File: src/rtl/conv1x1_loader_pkg.sv
`default_nettype none
// ============================================================================
// Module      : conv1x1_loader_pkg
// Description : Shared widths, path bit positions and FSM encoding for the
//               conv1x1 weight loader.
// Revision    : 1.0 - initial release
// ============================================================================
package conv1x1_loader_pkg;

    localparam int WORD_W   = 16;
    localparam int IDX_W    = 16;
    localparam int RES_BIT  = 1;
    localparam int SKIP_BIT = 0;

    typedef enum logic [1:0] {
        ST_IDLE      = 2'd0,
        ST_LOAD_RES  = 2'd1,
        ST_LOAD_SKIP = 2'd2,
        ST_DONE      = 2'd3
    } loader_state_e;

endpackage
`default_nettype wire

File: src/rtl/conv1x1_weight_loader_index_counter.sv
`default_nettype none
// ============================================================================
// Module      : conv1x1_index_counter
// Description : Nested 2-D counter (inner wraps into outer) with clear,
//               enable and a last-position flag.
// Revision    : 1.0 - initial release
// ============================================================================
module conv1x1_index_counter
    import conv1x1_loader_pkg::*;
#(
    parameter int INNER_COUNT = 512,
    parameter int OUTER_COUNT = 512
) (
    input  logic             clk,
    input  logic             reset,
    input  logic             i_clear,
    input  logic             i_enable,
    output logic [IDX_W-1:0] o_inner,
    output logic [IDX_W-1:0] o_outer,
    output logic             o_last
);

    localparam logic [IDX_W-1:0] c_INNER_LAST = IDX_W'(INNER_COUNT - 1);
    localparam logic [IDX_W-1:0] c_OUTER_LAST = IDX_W'(OUTER_COUNT - 1);

    logic [IDX_W-1:0] r_inner;
    logic [IDX_W-1:0] r_outer;
    logic             w_inner_last;
    logic             w_outer_last;

    assign w_inner_last = (r_inner == c_INNER_LAST);
    assign w_outer_last = (r_outer == c_OUTER_LAST);

    always_ff @(posedge clk) begin
        if (!reset || i_clear) begin
            r_inner <= '0;
            r_outer <= '0;
        end else if (i_enable) begin
            if (w_inner_last) begin
                r_inner <= '0;
                r_outer <= w_outer_last ? '0 : r_outer + 1'b1;
            end else begin
                r_inner <= r_inner + 1'b1;
            end
        end
    end

    assign o_inner = r_inner;
    assign o_outer = r_outer;
    assign o_last  = w_inner_last && w_outer_last;

endmodule
`default_nettype wire

File: src/rtl/conv1x1_weight_loader.sv
`default_nettype none
// ============================================================================
// Module      : conv1x1_weight_loader
// Description : Streams conv1x1 weights into the residual and/or skip path
//               tables, emitting one registered write strobe per word.
// Revision    : 1.0 - initial release
// ============================================================================
module conv1x1_weight_loader
    import conv1x1_loader_pkg::*;
#(
    parameter int INPUT_CHANNELS  = 512,
    parameter int OUTPUT_CHANNELS = 512
) (
    input  logic              clk,
    input  logic              reset,
    input  logic              start,
    input  logic [1:0]        path_mask,
    input  logic              abort,
    input  logic              w_valid,
    output logic              w_ready,
    input  logic [WORD_W-1:0] w_data,
    output logic [1:0]        conv1x1_h_write,
    output logic [IDX_W-1:0]  conv1x1_h_index_in,
    output logic [IDX_W-1:0]  conv1x1_h_index_out,
    output logic [WORD_W-1:0] conv1x1_h_value,
    output logic              busy,
    output logic              done
);

    loader_state_e     r_state;
    loader_state_e     w_next_state;
    logic [1:0]        r_mask;
    logic [1:0]        r_h_write;
    logic [IDX_W-1:0]  r_index_in;
    logic [IDX_W-1:0]  r_index_out;
    logic [WORD_W-1:0] r_value;

    logic              w_busy;
    logic              w_start;
    logic              w_xfer;
    logic [1:0]        w_strobe;
    logic [IDX_W-1:0]  w_cnt_in;
    logic [IDX_W-1:0]  w_cnt_out;
    logic              w_cnt_last;

    assign w_busy  = (r_state == ST_LOAD_RES) || (r_state == ST_LOAD_SKIP);
    // abort blocks acceptance in its own cycle, so the word on the bus is dropped
    assign w_xfer  = w_busy && w_valid && !abort;
    assign w_start = (r_state == ST_IDLE) && start && !abort;

    conv1x1_index_counter #(
        .INNER_COUNT (INPUT_CHANNELS),
        .OUTER_COUNT (OUTPUT_CHANNELS)
    ) u_index_counter (
        .clk      (clk),
        .reset    (reset),
        .i_clear  (w_start || abort),
        .i_enable (w_xfer),
        .o_inner  (w_cnt_in),
        .o_outer  (w_cnt_out),
        .o_last   (w_cnt_last)
    );

    always_comb begin
        w_next_state = r_state;
        w_strobe     = 2'b00;
        case (r_state)
            ST_IDLE: begin
                if (start) begin
                    if (path_mask[RES_BIT])       w_next_state = ST_LOAD_RES;
                    else if (path_mask[SKIP_BIT]) w_next_state = ST_LOAD_SKIP;
                    else                          w_next_state = ST_DONE;
                end
            end
            ST_LOAD_RES: begin
                w_strobe[RES_BIT] = 1'b1;
                if (w_xfer && w_cnt_last)
                    w_next_state = r_mask[SKIP_BIT] ? ST_LOAD_SKIP : ST_DONE;
            end
            ST_LOAD_SKIP: begin
                w_strobe[SKIP_BIT] = 1'b1;
                if (w_xfer && w_cnt_last)
                    w_next_state = ST_DONE;
            end
            ST_DONE: w_next_state = ST_IDLE;
            default: w_next_state = ST_IDLE;
        endcase
        if (abort)
            w_next_state = ST_IDLE;
    end

    always_ff @(posedge clk) begin
        if (!reset) begin
            r_state     <= ST_IDLE;
            r_mask      <= 2'b00;
            r_h_write   <= 2'b00;
            r_index_in  <= '0;
            r_index_out <= '0;
            r_value     <= '0;
        end else begin
            r_state   <= w_next_state;
            r_h_write <= 2'b00;
            if (w_start)
                r_mask <= path_mask;
            if (abort || w_start) begin
                r_index_in  <= '0;
                r_index_out <= '0;
            end else if (w_xfer) begin
                r_h_write   <= w_strobe;
                r_index_in  <= w_cnt_in;
                r_index_out <= w_cnt_out;
                r_value     <= w_data;
            end
        end
    end

    assign w_ready             = w_busy && !abort;
    assign busy                = w_busy;
    assign done                = (r_state == ST_DONE);
    assign conv1x1_h_write     = r_h_write;
    assign conv1x1_h_index_in  = r_index_in;
    assign conv1x1_h_index_out = r_index_out;
    assign conv1x1_h_value     = r_value;

endmodule
`default_nettype wire

File: config.mk
export PLATFORM = sky130hd
export DESIGN_NAME = conv1x1_weight_loader
export DESIGN_NICKNAME = d
export VERILOG_FILES = /design/src/rtl/conv1x1_loader_pkg.sv /design/src/rtl/conv1x1_weight_loader_index_counter.sv /design/src/rtl/conv1x1_weight_loader.sv
export SDC_FILE = /design/constraint.sdc
export NUM_CORES = 1
export LEC_CHECK = 0
export CORE_UTILIZATION = 51
export DETAILED_ROUTE_END_ITERATION = 12
export PLACE_DENSITY = 0.83
export REMOVE_ABC_BUFFERS = 1
export SLEW_MARGIN = 10
export SYNTH_ARGS = -nofsm -noshare
export SYNTH_HDL_FRONTEND = slang
export SYNTH_HIERARCHICAL = 1
export SYNTH_SLANG_ARGS = --single-unit
File: constraint.sdc
create_clock -name clk -period 5.2 [get_ports clk]
set_input_delay 1.56 -clock clk [delete_from_list [all_inputs] [get_ports clk]]
set_output_delay 1.56 -clock clk [all_outputs]
set_load 0.01 [all_outputs]
==> summary.json <==
{
  "fin_crit_ps": 4300,
  "crit_path_max_fanout": 7,
  "post-route-period-util_pct": 82.7,
  "route.detailed.wl_per_inst_um": 13.5,
  "yosysMostFrequentCell": "sky130_fd_sc_hd__dfxtp_1",
  "cts.hold.buffers_added": 0,
  "grt_max_degree": 56,
  "slew_headroom_pct": 50.2,
  "synthTopCellsByArea": "sky130_fd_sc_hd__dfxtp_1, sky130_fd_sc_hd__nand2_1, sky130_fd_sc_hd__a21oi_1",
  "numPortBuffers": 75,
  "critical_path.reg2reg.endpoint": "u_index_counter/o_inner[15]$_SDFFE_PP0P_",
  "global_route.overflow_total": 0,
  "drv_slew": 0,
  "synth_async_sr_flop_share_pct": 0,
  "run_status": "finished clean",
  "synth_top_flop_cell": "sky130_fd_sc_hd__dfxtp_1",
  "num_rows": 30,
  "worst-endpoint-required_ps": 3640,
  "clock_sinks": 85,
  "post_route_cells_drive_above_1_share_pct": 6.59,
  "detailroute.via_count": 3212,
  "dp.final_hpwl_mm": 5.38,
  "gp_congestion": 0.848,
  "count_of_routing_violations_after_the_opening_detailed_route_iteration": 193,
  "worst_hold_startpoint": "conv1x1_h_index_out[15]$_SDFFE_PP0N_",
  "yosys.cell_types.count": 44,
  "layout.cells.non_filler": 597,
  "postSynthRegisterBits": 85,
  "routed_via_density": 5.38,
  "worstReg2RegStart": "r_state[0]$_SDFFE_PP0P_",
  "die_w_um": 86.6,
  "area_growth_syn_to_layout_pct": 25.5,
  "dieHeight_um": 86.6,
  "finalSetupViolations": 0,
  "ff2ff_setup_slack_ps": 2450,
  "die_area_sq_um": 7490,
  "ys_top_cells_by_count": "sky130_fd_sc_hd__dfxtp_1, sky130_fd_sc_hd__nand2_1, sky130_fd_sc_hd__nor2_1",
  "areal_power_density_over_the_cells_nw_per_um2": 251,
  "endpoint_kind": "output port",
  "post_synth_instance_area_sq_um": 3650,
  "finalWirelength_mm": 8.09,
  "design.core.area_sq_um": 6830,
  "worstMarginPinSlew_ps": 744,
  "ctsLongestPathBuffers": 2,
  "drtPass1Iterations": 4,
  "achievable-frequency_mhz": 232,
  "timing.critical_path.from_type": "primary input",
  "synth_top_cell_by_area": "sky130_fd_sc_hd__dfxtp_1",
  "design.portCount": 76,
  "grt_setup_unrepaired": "false",
  "power.static_leakage_nw": 1.47,
  "fin_nets": 527,
  "wire_length_of_the_first_global_routing_pass_mm": 13.4,
  "clock-root-buffer": "sky130_fd_sc_hd__clkbuf_8",
  "hold_class": "reg -> reg",
  "setup-tns-final_ps": 0,
  "cts-resized-gates": 0,
  "final-hold-violation-count": 0,
  "tritoncts.num_buffers": 9,
  "h-tree-depth": 3,
  "initial_antenna_violation_count": 0,
  "yosys_top_cell_area_share_pct": 46.7,
  "maxCapViolCount": 0,
  "synthCells": 430,
  "worst-endpoint-arrival_ps": 2740,
  "yosys_warnings": 6,
  "clkLatencyLatePin_ps": 350,
  "path_clk_slew_ps": 80,
  "grtUsageTotal_pct": 22.7,
  "cts_setup_buffers": 0,
  "finalClockSkew_ps": 9.01,
  "setup.worst_path.class": "in -> out",
  "route.antenna.remaining_nets": 0,
  "worst_r2r_path_depth": 10,
  "post_synth_edffs": 0,
  "initial_utilization_pct": 53.4,
  "timing.hold.worst_path_depth": 2,
  "tritoncts": "yes",
  "route.detailed.drc": 0,
  "synthesis.area_per_instance_sq_um": 8.48,
  "via_count_of_the_first_global_routing_pass": 2945,
  "antenna_cells_inserted": 0,
  "timing.hold.worst_endpoint": "conv1x1_h_index_out[15]$_SDFFE_PP0N_",
  "vdd.ir_drop.worst_v": 0.000164,
  "dpl.cell_count": 582,
  "yosysSeqAreaShare_pct": 46.7
}
## flip-flops by register name, indices dropped and copies added (netlist names)
register,count
u_index_counter/o_outer,16
r_mask,1
conv1x1_h_write,2
u_index_counter/o_inner,16
conv1x1_h_value,16
r_state,2
conv1x1_h_index_out,16
conv1x1_h_index_in,16
## final cells by class
type / count / area, sq um
Tap cell: 96 / 120
Clock inverter: 4 / 25.0
Fill cell: 601 / 2260
Timing Repair Buffer: 78 / 773
Sequential cell: 85 / 1700
Inverter: 7 / 26.3
Clock buffer: 11 / 141
Multi-Input combinational cell: 316 / 1790
## through the flow
| stage | setup slack (ps) | total power (W) | area [sq um] | util (%) | hold slack [ps] |
|---|---|---|---|---|---|
| finish | 897 | 0.00115 | 4580 | 67.0 | 454 |
| global route | 819 | 0.00120 | 4580 | 67.0 | 476 |
| CTS | 890 | 0.00116 | 4580 | 67.0 | 458 |
| detailed placement | 897 | 0.000755 | 4410 | 64.5 | 447 |
| global placement | 913 | 0.000753 | 4410 | 64.5 | 441 |
| floorplan | 760 | 0.000713 | 3520 | - | 452 |
## layer usage
layer	global-route usage, %	part of all wire (%)	vias up
li1	-	-	1613
met1	28.8	46	1498
met4	9.85	1.8	0
met3	5.43	5.2	13
met5	0	0	-
met2	36.9	47	88
## cells in the final DEF, fill, tap and decap left out, types with 7 or more instances in the layout
cell,netlist,final
sky130_fd_sc_hd__dfxtp_1,85,85
sky130_fd_sc_hd__nand2_1,82,82
sky130_fd_sc_hd__clkdlybuf4s50_1,0,75
sky130_fd_sc_hd__nor2_1,34,34
sky130_fd_sc_hd__a21oi_1,28,28
sky130_fd_sc_hd__nand3_1,27,27
sky130_fd_sc_hd__o21ai_0,19,19
sky130_fd_sc_hd__nand4_1,15,15
sky130_fd_sc_hd__xor2_1,15,15
sky130_fd_sc_hd__a21boi_0,11,11
sky130_fd_sc_hd__a21oi_2,10,10
sky130_fd_sc_hd__clkbuf_8,0,10
sky130_fd_sc_hd__and3_1,7,7
sky130_fd_sc_hd__ha_1,7,7
sky130_fd_sc_hd__nor3_1,7,7
sky130_fd_sc_hd__xnor2_1,7,7
## how the worst max path moves through the flow
stage / startpoint / to / slack [ps] / cells past startpoint
5_1_grt: abort / w_ready / 820 / 3
2_1_floorplan: abort / u_index_counter/o_outer[15]$_SDFFE_PP0P_ / 760 / 7
3_5_place_dp: abort / w_ready / 900 / 3
6_report: abort / w_ready / 900 / 3
4_1_cts: abort / w_ready / 890 / 3
3_3_place_gp: abort / w_ready / 910 / 3
## worst max-delay path, stage by stage
cell and delay [ps]:
sky130_fd_sc_hd__clkdlybuf4s50_1 510, sky130_fd_sc_hd__nor2b_1 140, sky130_fd_sc_hd__clkdlybuf4s50_1 530
## where the power goes
group          leakage [nW]  switching [W]  internal, W
sequential            0.685     0.00000242     0.000654
clock                0.0812       0.000227     0.000182
combinational         0.701      0.0000473    0.0000353
## kinds of logic (layout without fill, tap and decap cells)
group,after synthesis,after routing,synth area share [%]
AND/OR/NAND/NOR,199,199,26.0
AO/OA/AOI/OAI,86,86,14.8
flip-flops,85,85,46.7
buffers and inverters,29,100,4.29
XOR/XNOR,22,22,5.28
adder cells (fa/ha/maj),7,7,2.40
multiplexers,2,2,0.549
(Power assumes the default switching activity.)
